$ cat src/rtl/conv_ofmap_tx.sv
// Output-side transmitter of a conv layer: reads bit-sliced CIM output columns, shift-adds
// slices per output channel, sums vertical tiles, saturates and writes one pixel downstream.
module conv_ofmap_tx #(
  parameter int unsigned output_size          = 10,
  parameter int unsigned xbar_size            = 256,
  parameter int unsigned datatype_size        = 2,
  parameter int unsigned output_datatype_size = 2,
  parameter int unsigned v_cim_tiles          = 1,
  parameter int unsigned h_cim_tiles          =
      (output_size * datatype_size + xbar_size - 1) / xbar_size
) (
  input  logic                                                     clk,
  input  logic                                                     rst,
  input  logic                                                     i_start,
  input  logic                                                     i_cim_busy,
  input  logic                                                     i_next_busy,
  input  logic [v_cim_tiles-1:0][h_cim_tiles-1:0][datatype_size-1:0] i_data,
  output logic [$clog2(xbar_size)-1:0]                             o_cim_rd_addr,
  output logic                                                     o_busy,
  output logic [output_size-1:0]                                   o_ibuf_we,
  output logic [output_size-1:0][output_datatype_size-1:0]         o_ibuf_wr_data,
  output logic                                                     o_done
);

  localparam int unsigned AW    = $clog2(xbar_size);
  localparam int unsigned HW    = (h_cim_tiles > 1) ? $clog2(h_cim_tiles) : 1;
  localparam int unsigned CW    = (output_size > 1) ? $clog2(output_size) : 1;
  localparam int unsigned KW    = (datatype_size > 1) ? $clog2(datatype_size) : 1;
  localparam int unsigned VW    = $clog2(v_cim_tiles);
  localparam int unsigned ACC_W = 2 * datatype_size + VW + 1;
  localparam int unsigned SUM_W = datatype_size + VW + 1;
  localparam int unsigned WIDE_W = ACC_W + output_datatype_size;

  localparam logic [WIDE_W-1:0] SAT_MAX =
      {{ACC_W{1'b0}}, {output_datatype_size{1'b1}}};

  typedef enum logic [1:0] {StIdle, StRead, StDrain, StWrite} state_e;

  state_e          state_q;
  logic [AW-1:0]   addr_q;
  logic [HW-1:0]   h_q;
  logic [CW-1:0]   c_q;
  logic [KW-1:0]   k_q;

  // One-deep pipe tagging the word returning from the output buffer this cycle.
  logic            pipe_vld_q;
  logic [HW-1:0]   pipe_h_q;
  logic [CW-1:0]   pipe_c_q;
  logic [KW-1:0]   pipe_k_q;

  logic [ACC_W-1:0] acc_q [output_size];
  logic [ACC_W-1:0] acc_d [output_size];
  logic [SUM_W-1:0] tile_sum;
  logic [ACC_W-1:0] addend;

  logic [output_size-1:0][output_datatype_size-1:0] wr_data_q;

  logic last_col;
  logic write_fire;

  function automatic logic [output_datatype_size-1:0] saturate(input logic [ACC_W-1:0] a);
    logic [WIDE_W-1:0] wide;
    wide = {{output_datatype_size{1'b0}}, a};
    if (wide > SAT_MAX) begin
      return {output_datatype_size{1'b1}};
    end
    return wide[output_datatype_size-1:0];
  endfunction

  // Sum the returning slice across vertical tiles and weight it by its bit position.
  always_comb begin
    tile_sum = '0;
    for (int v = 0; v < int'(v_cim_tiles); v++) begin
      tile_sum = tile_sum + SUM_W'(i_data[v][pipe_h_q]);
    end
    addend = ACC_W'(tile_sum) << pipe_k_q;
    for (int c = 0; c < int'(output_size); c++) begin
      acc_d[c] = acc_q[c];
      if (pipe_vld_q && (pipe_c_q == CW'(c))) begin
        acc_d[c] = acc_q[c] + addend;
      end
    end
  end

  assign last_col = (c_q == CW'(output_size - 1)) && (k_q == KW'(datatype_size - 1));

  always_ff @(posedge clk) begin
    if (rst) begin
      state_q    <= StIdle;
      addr_q     <= '0;
      h_q        <= '0;
      c_q        <= '0;
      k_q        <= '0;
      pipe_vld_q <= 1'b0;
      pipe_h_q   <= '0;
      pipe_c_q   <= '0;
      pipe_k_q   <= '0;
      wr_data_q  <= '0;
      for (int c = 0; c < int'(output_size); c++) begin
        acc_q[c] <= '0;
      end
    end else begin
      pipe_vld_q <= 1'b0;
      for (int c = 0; c < int'(output_size); c++) begin
        acc_q[c] <= acc_d[c];
      end
      unique case (state_q)
        StIdle: begin
          if (i_start) begin
            state_q <= StRead;
            addr_q  <= '0;
            h_q     <= '0;
            c_q     <= '0;
            k_q     <= '0;
          end
        end
        StRead: begin
          if (!i_cim_busy) begin
            pipe_vld_q <= 1'b1;
            pipe_h_q   <= h_q;
            pipe_c_q   <= c_q;
            pipe_k_q   <= k_q;
            if (last_col) begin
              state_q <= StDrain;
            end else begin
              if (k_q == KW'(datatype_size - 1)) begin
                k_q <= '0;
                c_q <= c_q + CW'(1);
              end else begin
                k_q <= k_q + KW'(1);
              end
              if (addr_q == AW'(xbar_size - 1)) begin
                addr_q <= '0;
                h_q    <= h_q + HW'(1);
              end else begin
                addr_q <= addr_q + AW'(1);
              end
            end
          end
        end
        StDrain: begin
          // acc_d already holds the final slice captured this cycle.
          for (int c = 0; c < int'(output_size); c++) begin
            wr_data_q[c] <= saturate(acc_d[c]);
          end
          state_q <= StWrite;
        end
        StWrite: begin
          if (!i_next_busy) begin
            for (int c = 0; c < int'(output_size); c++) begin
              acc_q[c] <= '0;
            end
            state_q <= StIdle;
          end
        end
        default: state_q <= StIdle;
      endcase
    end
  end

  // The strobe must land in the same cycle the downstream drops busy, so it is decoded
  // from the registered state and the live i_next_busy.
  assign write_fire     = (state_q == StWrite) && !i_next_busy;
  assign o_ibuf_we      = {output_size{write_fire}};
  assign o_done         = write_fire;
  assign o_ibuf_wr_data = wr_data_q;
  assign o_cim_rd_addr  = addr_q;
  assign o_busy         = (state_q != StIdle);

endmodule

$ cat config.mk
export PLATFORM = sky130hd
export DESIGN_NAME = conv_ofmap_tx
export DESIGN_NICKNAME = d
export VERILOG_FILES = /design/src/rtl/conv_ofmap_tx.sv
export SDC_FILE = /design/constraint.sdc
export NUM_CORES = 1
export LEC_CHECK = 0
export CELL_PAD_IN_SITES_DETAIL_PLACEMENT = 1
export CELL_PAD_IN_SITES_GLOBAL_PLACEMENT = 2
export CORE_MARGIN = 1
export CORE_UTILIZATION = 30
export CTS_CLUSTER_SIZE = 24
export DETAILED_ROUTE_END_ITERATION = 12
export PLACE_DENSITY_LB_ADDON = 0.05
export SETUP_SLACK_MARGIN = 0.2
export SLEW_MARGIN = 25
export SYNTH_ARGS = -nofsm -noshare
export SYNTH_HDL_FRONTEND = slang
export SYNTH_SLANG_ARGS = --single-unit
export TNS_END_PERCENT = 50
$ cat constraint.sdc
create_clock -name clk -period 8.1 [get_ports clk]
set_clock_uncertainty 0.1 [all_clocks]
set_input_delay 1.62 -clock clk [delete_from_list [all_inputs] [get_ports clk]]
set_output_delay 1.62 -clock clk [all_outputs]
set_load 0.005 [all_outputs]
* Word level (Yosys, flattened, before mapping)
Memories as Yosys holds them, arrays and structs flattened. Cells that the tools add are included.
Cells by class: add/subtract/negate cells 14, multipliers 0, divide/modulo/power cells 0, magnitude comparators 11, equal/unequal tests 21, shift-type cells 1, muxes and demuxes 113, bitwise gates (word level) 22, reduce and logical (&&, ||, !) cells 23
Operators by type and width (count):
- 5-bit 2-to-1 mux | 30
- 5-bit adder | 10
- 5-bit by 2-bit > comparator with 1-bit output, second input constant | 10
- 2-bit 2-to-1 mux | 25
- 1-bit 2-to-1 mux | 45
- 8-bit 2-to-1 mux | 4
- 1-bit bitwise OR | 20
- 4-bit by 3-bit == test with 1-bit output, second input constant | 4
- 4-bit 2-to-1 mux | 4
- 8-bit case mux with 2 select lines | 1
- 2-bit inequality test, second input constant | 7
- 4-bit == test, second input constant | 3
- 1-bit logical AND | 12
- 5-bit AND reduction | 2
- 8-bit by 1-bit adder with 8-bit output, second input constant | 1
- 4-bit by 2-bit == test with 1-bit output, second input constant | 2
- 8-bit == test, second input constant | 1
- 2-bit case mux with 4 select lines | 1
- 4-bit case mux with 2 select lines | 1
- 4-bit AND reduction | 2
- 2-bit by 1-bit << shifter with 5-bit output | 1
- 4-bit by 1-bit adder with 4-bit output, second input constant | 1
- 2-bit == test, second input constant | 2
- 4-bit by 1-bit == test with 1-bit output, second input constant | 1
- 11 further kinds | 15
Word-level totals: register bits 43, bits in latches 0, RAM bits 50, bits in read-only memories 0, input bits 7, output and inout port bits 40, word-level logic and storage cells 225, memories kept 1
Memories:
- acc_q | depth 10, bits a word 5, rd ports 10, clocked after Yosys merged registers in 0, wr ports 10, line 51 | logic [ACC_W-1:0] acc_q [output_size];

* Longest topological paths before layout
Gate-level depths: netlist (run 1).
depth in word-level cells 10, gate-level depth with buffers 9, mapped depth without buffers 9

* Worst setup path after synthesis (run 1)
OpenSTA, ideal clock, no wires.
path type input to register, from input i_data[0] in the netlist's numbering, to register wr_data_q, in the netlist o_ibuf_wr_data[6], library setup time 0.091 ns, arrival 4.116 ns, required time 7.909 ns, slack 3.793 ns, cell stages on the path 8, buffers on the path 0, cell sequence mux2i_1 inv_1 fa_1 a21oi_1 nor2b_1 and3_1 o31a_1 a311oi_1
Between the ends: word-level cells in the longest chain between the ends 9
Ends and longest elaborated chain:
- start, declared | line 17 | input logic [v_cim_tiles-1:0][h_cim_tiles-1:0][datatype_size-1:0] i_data,
- 2-bit 2-to-1 mux (not written as such) (*) | line 74 | tile_sum = tile_sum + SUM_W'(i_data[v][pipe_h_q]);
- 2-bit by 1-bit << shifter with 5-bit output (*) | line 76 | addend = ACC_W'(tile_sum) << pipe_k_q;
- 5-bit adder (*) | line 80 | acc_d[c] = acc_q[c] + addend;
- 5-bit 2-to-1 mux (*) | line 79 | if (pipe_vld_q && (pipe_c_q == CW'(c))) begin
- 5-bit by 2-bit > comparator with 1-bit output | line 64 | if (wide > SAT_MAX) begin
- 1-bit 2-to-1 mux | line 64
- 1-bit 2-to-1 mux | line 107 | unique case (state_q)
- 1-bit 2-to-1 mux | line 88 | if (rst) begin
- 2-bit 2-to-1 mux (*) | line 67 | return wide[output_datatype_size-1:0];
- end signal, assigned by index | line 144 | wr_data_q[c] <= saturate(acc_d[c]);
- end, declared | line 56 | logic [output_size-1:0][output_datatype_size-1:0] wr_data_q;
Mark *: on every way between the ends. The rest lies on a longest branch, timed or not. The select of a mux whose other input is x is not followed. A chain may end at the register's enable or synchronous reset.

* Worst setup path in the final report (run 1)
from input i_next_busy, to output o_ibuf_we[7]
Between the ends: word-level cells in the longest chain between the ends 2
Ends and longest elaborated chain:
- start, declared | line 16 | input logic i_next_busy,
- 1-bit zero test | line 163 | assign write_fire = (state_q == StWrite) && !i_next_busy;
- 1-bit logical AND | line 163
- end, declared | line 20 | output logic [output_size-1:0] o_ibuf_we,
No other way between the ends.

==> impl_metrics.sql, run 1 <==
INSERT INTO impl_metrics (metric_group, metric, value, unit) VALUES
('run_status', 'outcome', 'completed', ''),
('cts', 'hold_buffers', '0', ''),
('cts', 'cts_tree', 'yes', ''),
('layout', 'layout_common_cells', '81 x sky130_fd_sc_hd__nor2_1, 46 x sky130_fd_sc_hd__dfxtp_1, 46 x sky130_fd_sc_hd__clkdlybuf4s50_1, 45 x sky130_fd_sc_hd__edfxtp_1, 45 x sky130_fd_sc_hd__conb_1', ''),
('pwr', 'leak_pwr', '2.649', 'nW'),
('timing', 'fin_crit', '4.895', 'ns'),
('die', 'placeableCoreArea', '18960', 'um^2'),
('drt', 'detailedRoute.firstPassIterationCount', '4', ''),
('layout', 'area.growth.synth_to_final', '18.74', '%'),
('die', 'die_area', '20170', 'um^2'),
('cts', 'h_tree_lvls', '3', ''),
('timing', 'max_clock_freq', '204.3', 'MHz'),
('timing', 'rsz_0062_raised_after_global_routing', 'false', ''),
('critical_path', 'critical_path_depth', '3', ''),
('hold_path', 'hold_path_class', 'reg -> reg', ''),
('place', 'post-place-cells', '956', ''),
('critical_path', 'critPathSlowestCell', 'sky130_fd_sc_hd__clkdlybuf4s50_1', ''),
('die', 'floorplan.initialDensity', '31.04', '%'),
('timing', 'slew_violations', '0', ''),
('timing', 'finalHoldViolCount', '0', ''),
('cts', 'clock_latency', '0.35', 'ns'),
('drt', 'antenna_left', '0', ''),
('place', 'place_congestion', '0.7495', ''),
('global_route', 'grt_use_total', '16.41', '%'),
('critical_path', 'critPathMostFrequentCell', 'sky130_fd_sc_hd__clkdlybuf4s50_1', ''),
('timing', 'ratio_of_final_minimum_period_to_clock_period', '60.43', '%'),
('drt', 'via_count_normalized_by_instance_count', '4.919', ''),
('flow_run', 'drv_cap', '0', ''),
('global_route', 'number_of_global_route_vias_before_repair', '5017', ''),
('global_route', 'grt_pass1_wl', '25800', 'um'),
('global_route', 'grt_max_degree', '51', ''),
('layout', 'mostFrequentLayoutCell', 'sky130_fd_sc_hd__nor2_1', ''),
('pwr', 'power-per-cell-area', '219.8', 'nW/um^2'),
('synth', 'netlist_area', '5883', 'um^2'),
('place', 'place_hpwl', '10790', 'um'),
('critical_path', 'reg2reg_depth', '9', ''),
('synth', 'synthFlopType', 'sky130_fd_sc_hd__dfxtp_1', ''),
('timing', 'tightestPinTransition', '0.7114', 'ns'),
('global_route', 'grt.overflow.total', '0', ''),
('cts', 'clock_tree.root_cell', 'sky130_fd_sc_hd__clkbuf_16', ''),
('synth', 'seq_area_frac_synth', '38.62', '%'),
('synth', 'postSynthCellCount', '637', ''),
('die', 'dieHeight', '142.0', 'um'),
('drt', 'remaining_drc_errors', '0', ''),
('place', 'place.port_buffers', '46', ''),
('layout', 'nets', '762', ''),
('critical_path', 'worstSetupStartpointType', 'input port', ''),
('layout', 'n_antenna_cell', '0', ''),
('drt', 'drt_iter0_markers', '129', ''),
('critical_path', 'timing.setup.critical_path_class', 'in -> out', ''),
('drt', 'finalWirelength', '15210', 'um'),
('layout', 'drive_above_1_share', '5.197', '%'),
('timing', 'setup_violations', '0', ''),
('cts', 'clkSlewWorstSetupHoldPaths', '0.06', 'ns'),
('cts', 'post_cts_resized', '0', ''),
('synth', 'synth-warning-count', '0', ''),
('timing', 'worst_slew_margin_rel', '52.57', '%'),
('drt', 'wl_per_cell', '15.65', 'um'),
('synth', 'synth_edf_count', '45', ''),
('drt', 'vias', '4781', ''),
('synth', 'ys_ff_latch', '91', ''),
('critical_path', 'crit_arrival', '3.17', 'ns'),
('cts', 'cts_setup_buffers', '0', ''),
('critical_path', 'timing.critical_path.max_delay_family', 'buffers and inverters', ''),
('hold_path', 'hold_critical_path_depth', '2', ''),
('critical_path', 'cp_max_fo', '12', ''),
('timing', 'timing.hold.ws', '0.3900', 'ns'),
('synth', 'synthesis.area_per_instance', '9.236', 'um^2'),
('die', 'die_w', '142.0', 'um'),
('pwr', 'ir_drop_worst_case_vdd', '0.1024', 'mV'),
('synth', 'ys_types', '63', '');
[path summary, 6_finish.rpt]
| check | startpoint | to | slack [ns] |
|---|---|---|---|
| setup reg to reg | pipe_k_q | o_ibuf_wr_data[7] | 5.15 |
| setup / recovery | i_next_busy | o_ibuf_we[7] | 3.21 |
| hold / removal | o_ibuf_wr_data[6] | o_ibuf_wr_data[6] | 0.39 |
| hold reg to reg | o_ibuf_wr_data[6] | o_ibuf_wr_data[6] | 0.39 |
[where the power goes]
group | total, mW | internal, mW | switching, mW | leakage, nW
Sequential | 0.606 | 0.554 | 0.0518 | 0.834
Clock | 0.434 | 0.244 | 0.190 | 0.152
Combinational | 0.496 | 0.225 | 0.270 | 1.66
[registers in the layout, summed over array words and instances (netlist names)]
signal	flops
pipe_k_q	1
pipe_c_q	4
k_q	1
acc_q	50
pipe_vld_q	1
c_q	4
o_cim_rd_addr	8
state_q	2
o_ibuf_wr_data	20
[cells in the mapped netlist (17+ instances only)]
cell | n | area (um^2)
sky130_fd_sc_hd__inv_1 | 30 | 112.6
sky130_fd_sc_hd__clkbuf_1 | 21 | 78.83
sky130_fd_sc_hd__nor2b_1 | 20 | 125.1
sky130_fd_sc_hd__nand2_1 | 41 | 153.9
sky130_fd_sc_hd__nor2_1 | 81 | 304.0
sky130_fd_sc_hd__xor2_1 | 18 | 157.7
sky130_fd_sc_hd__a21oi_1 | 40 | 200.2
sky130_fd_sc_hd__ha_1 | 38 | 475.5
sky130_fd_sc_hd__edfxtp_1 | 45 | 1351
sky130_fd_sc_hd__xnor2_1 | 25 | 219.0
sky130_fd_sc_hd__dfxtp_1 | 46 | 920.9
sky130_fd_sc_hd__nor3_1 | 17 | 85.08
sky130_fd_sc_hd__o21ai_0 | 25 | 125.1
sky130_fd_sc_hd__a211oi_1 | 17 | 127.6
[layout make-up]
| cell class | instances | area (um^2) |
|---|---|---|
| clock buffer | 12 | 279.0 |
| inverter | 30 | 112.6 |
| timing repair buffer | 52 | 505.5 |
| clock inverter | 4 | 20.02 |
| sequential | 91 | 2272 |
| tap | 260 | 325.3 |
| fill | 2224 | 11970 |
| multi-input combinational | 523 | 3471 |
[layer usage]
| metal | wire (um) | GRT usage, % | vias up |
|---|---|---|---|
| met3 | 261 | 2.019 | 13 |
| li1 | - | - | 2361 |
| met2 | 7545 | 28.77 | 32 |
| met1 | 7185 | 20.62 | 2375 |
| met4 | 220 | 5.886 | 0 |
| met5 | 0 | 0 | - |
[logic make-up after synthesis]
| group | count (synthesis) | share of synthesized area [%] |
|---|---|---|
| compound gates | 131 | 14.74 |
| xor+xnor | 43 | 6.402 |
| fa+ha+maj | 48 | 11.48 |
| buf+inv | 67 | 5.232 |
| flops | 91 | 38.62 |
| mux | 16 | 2.828 |
| other cells | 1 | 0.06374 |
| simple gates | 240 | 20.63 |
[per-stage QoR]
stage / cell area, um^2 / setup WS, ns / util, % / power (mW)
3_3_place_gp: 6686 / 3.277 / 35.27 / 1.103
2_1_floorplan: 6048 / 3.793 / - / 0.9218
4_1_cts: 6985 / 3.160 / 36.85 / 1.570
3_5_place_dp: 6686 / 3.167 / 35.27 / 1.123
6_report: 6985 / 3.205 / 36.85 / 1.535
5_1_grt: 6985 / 3.061 / 36.85 / 1.651
[tightest hold or removal path, cell delays in order (launching register included)]
cell,delay (ns)
sky130_fd_sc_hd__dfxtp_1,0.31
sky130_fd_sc_hd__nor2_1,0.08
sky130_fd_sc_hd__a311oi_1,0.05
(Power assumes the default switching activity.)
==> inputs of run 2 (changes only) <==
clock period = 4 ns   (was 8.1 ns; I/O delays follow)
==> run 2 against run 1 <==
  * Routed wire length increased by 1.3%
  * Clock power increased by 97%
  * Worst hold slack got worse by 0.0047 ns
  * Critical path depth increased by 8
  * Sequential cell count unchanged
  * Die area unchanged
  * Cell count increased by 0.31%
  * Combinational power increased by 110%
==> impl_metrics.sql, run 2 (same netlist as run 1, synthesis figures left out) <==
INSERT INTO impl_metrics (metric_group, metric, value, unit) VALUES
('cts', 'cts_tree', 'yes', ''),
('die', 'die_area', '20170', 'um^2'),
('timing', 'slew_violations', '0', ''),
('cts', 'hold_buffers', '0', ''),
('timing', 'finalHoldViolCount', '0', ''),
('timing', 'fin_crit', '3.318', 'ns'),
('cts', 'post_cts_resized', '0', ''),
('cts', 'clkSinkCount', '91', ''),
('cts', 'clock_latency', '0.35', 'ns'),
('layout', 'largest_register_ff_count', '50', ''),
('die', 'num_rows', '50', ''),
('global_route', 'grt_max_degree', '51', ''),
('timing', 'rsz_0062_raised_after_global_routing', 'false', ''),
('drt', 'wl_per_cell', '15.80', 'um'),
('drt', 'drt_iter0_markers', '164', ''),
('layout', 'n_antenna_cell', '0', ''),
('critical_path', 'timing.setup.critical_path_class', 'in -> reg', ''),
('drt', 'via_count_normalized_by_instance_count', '4.896', ''),
('cts', 'clock_tree.buffer_depth', '2', ''),
('die', 'placeableCoreArea', '18960', 'um^2'),
('pwr', 'power-per-cell-area', '444.0', 'nW/um^2'),
('layout', 'nets', '765', ''),
('layout', 'layout_common_cells', '81 x sky130_fd_sc_hd__nor2_1, 46 x sky130_fd_sc_hd__dfxtp_1, 46 x sky130_fd_sc_hd__clkdlybuf4s50_1, 45 x sky130_fd_sc_hd__edfxtp_1, 45 x sky130_fd_sc_hd__conb_1', ''),
('timing', 'max_clock_freq', '301.4', 'MHz'),
('critical_path', 'cp_max_fo', '10', ''),
('drt', 'remaining_drc_errors', '0', ''),
('place', 'place_hpwl', '11150', 'um'),
('critical_path', 'crit_arrival', '3.43', 'ns'),
('run_status', 'outcome', 'completed', ''),
('place', 'place.port_buffers', '46', ''),
('global_route', 'grt_pass1_wl', '25870', 'um'),
('hold_path', 'hold_path_class', 'reg -> reg', ''),
('timing', 'ratio_of_final_minimum_period_to_clock_period', '82.95', '%'),
('timing', 'timing.hold.ws', '0.3853', 'ns'),
('cts', 'cts_setup_buffers', '0', ''),
('global_route', 'grt_use_total', '16.61', '%'),
('layout', 'mostFrequentLayoutCell', 'sky130_fd_sc_hd__nor2_1', ''),
('layout', 'drive_above_1_share', '5.035', '%'),
('timing', 'worst_slew_margin_rel', '56.48', '%'),
('global_route', 'antenna_violations_before_repair', '0', ''),
('timing', 'setup_total_negative_slack', '0', 'ns'),
('global_route', 'number_of_global_route_vias_before_repair', '4983', ''),
('die', 'dieHeight', '142.0', 'um'),
('critical_path', 'worstSetupStartpointType', 'input port', ''),
('layout', 'area.growth.synth_to_final', '18.78', '%'),
('critical_path', 'worst_setup_path_end_kind', 'register', ''),
('cts', 'clock_tree.root_cell', 'sky130_fd_sc_hd__clkbuf_16', ''),
('critical_path', 'worst-endpoint-required', '4.12', 'ns'),
('pwr', 'ir_drop_worst_case_vdd', '0.1864', 'mV'),
('flow_run', 'drv_cap', '0', ''),
('place', 'place_congestion', '0.7553', ''),
('cts', 'cts_made_buffers', '9', ''),
('die', 'io_pins', '47', ''),
('drt', 'antenna_left', '0', ''),
('drt', 'detailedRoute.firstPassIterationCount', '4', ''),
('layout', 'max_flop_register', 'acc_q', ''),
('drt', 'finalWirelength', '15410', 'um'),
('cts', 'h_tree_lvls', '3', ''),
('global_route', 'grt.overflow.total', '0', ''),
('timing', 'tightestPinTransition', '0.6460', 'ns'),
('die', 'die_w', '142.0', 'um'),
('die', 'floorplan.initialDensity', '31.04', '%'),
('timing', 'setup_violations', '0', ''),
('drt', 'vias', '4774', ''),
('pwr', 'leak_pwr', '2.648', 'nW'),
('cts', 'clkSlewWorstSetupHoldPaths', '0.07', 'ns');
[run 2: final cells by class]
cell class	count	area [um^2]
timing repair buffer	55	528.0
multi-input combinational	523	3471
inverter	30	112.6
fill	2236	11970
tap	260	325.3
clock inverter	3	38.79
sequential	91	2272
clock buffer	13	240.2
[run 2: final timing paths]
check / cells past startpoint / from / endpoint / slack [ns]
worst min-delay path: 2 / o_ibuf_wr_data[14] / o_ibuf_wr_data[14] / 0.39
worst max register to register: 10 / pipe_k_q / o_ibuf_wr_data[9] / 1.27
worst min register to register: 2 / o_ibuf_wr_data[14] / o_ibuf_wr_data[14] / 0.39
worst max-delay path: 11 / i_data[0] / o_ibuf_wr_data[9] / 0.68
[run 2: per-stage QoR]
stage / power, mW / cell area, um^2 / utilization (%) / instances / worst slack (ns)
after global placement: 2.246 / 6709 / 35.39 / 959 / 0.3900
after floorplan: 1.867 / 6048 / - / 681 / 0.5129
final: 3.103 / 6988 / 36.86 / 975 / 0.6819
after CTS: 3.160 / 6988 / 36.86 / 975 / 0.6473
after global routing: 3.318 / 6988 / 36.86 / 975 / 0.4410
after detailed placement: 2.278 / 6709 / 35.39 / 959 / 0.2882
[run 2: layer usage]
layer  track usage [%]  vias up  share of wire (%)  wire length [um]
met5                 0        -                  0                 0
met4             4.924        0                1.1               169
met3             2.624       11                1.6               241
met2             29.00       30                 49              7602
met1             20.99     2360                 48              7393
li1                  -     2373                  -                 -
[run 2: where the power goes]
part	internal (mW)	switching, mW	leakage [nW]	total [mW]
sequential	1.12	0.103	0.834	1.23
combinational	0.463	0.559	1.68	1.02
clock	0.483	0.372	0.135	0.855
total	2.07	1.03	2.65	3.10
[run 2: worst max-delay path: stages]
cell and delay, ns:
sky130_fd_sc_hd__clkdlybuf4s50_1 0.47, sky130_fd_sc_hd__nor2b_1 0.14, sky130_fd_sc_hd__buf_4 0.25, sky130_fd_sc_hd__ha_1 0.21
sky130_fd_sc_hd__inv_1 0.06, sky130_fd_sc_hd__fa_1 0.44, sky130_fd_sc_hd__nand2b_1 0.20, sky130_fd_sc_hd__nor2_1 0.12
sky130_fd_sc_hd__o21ai_0 0.15, sky130_fd_sc_hd__o41ai_1 0.45, sky130_fd_sc_hd__a211oi_1 0.15
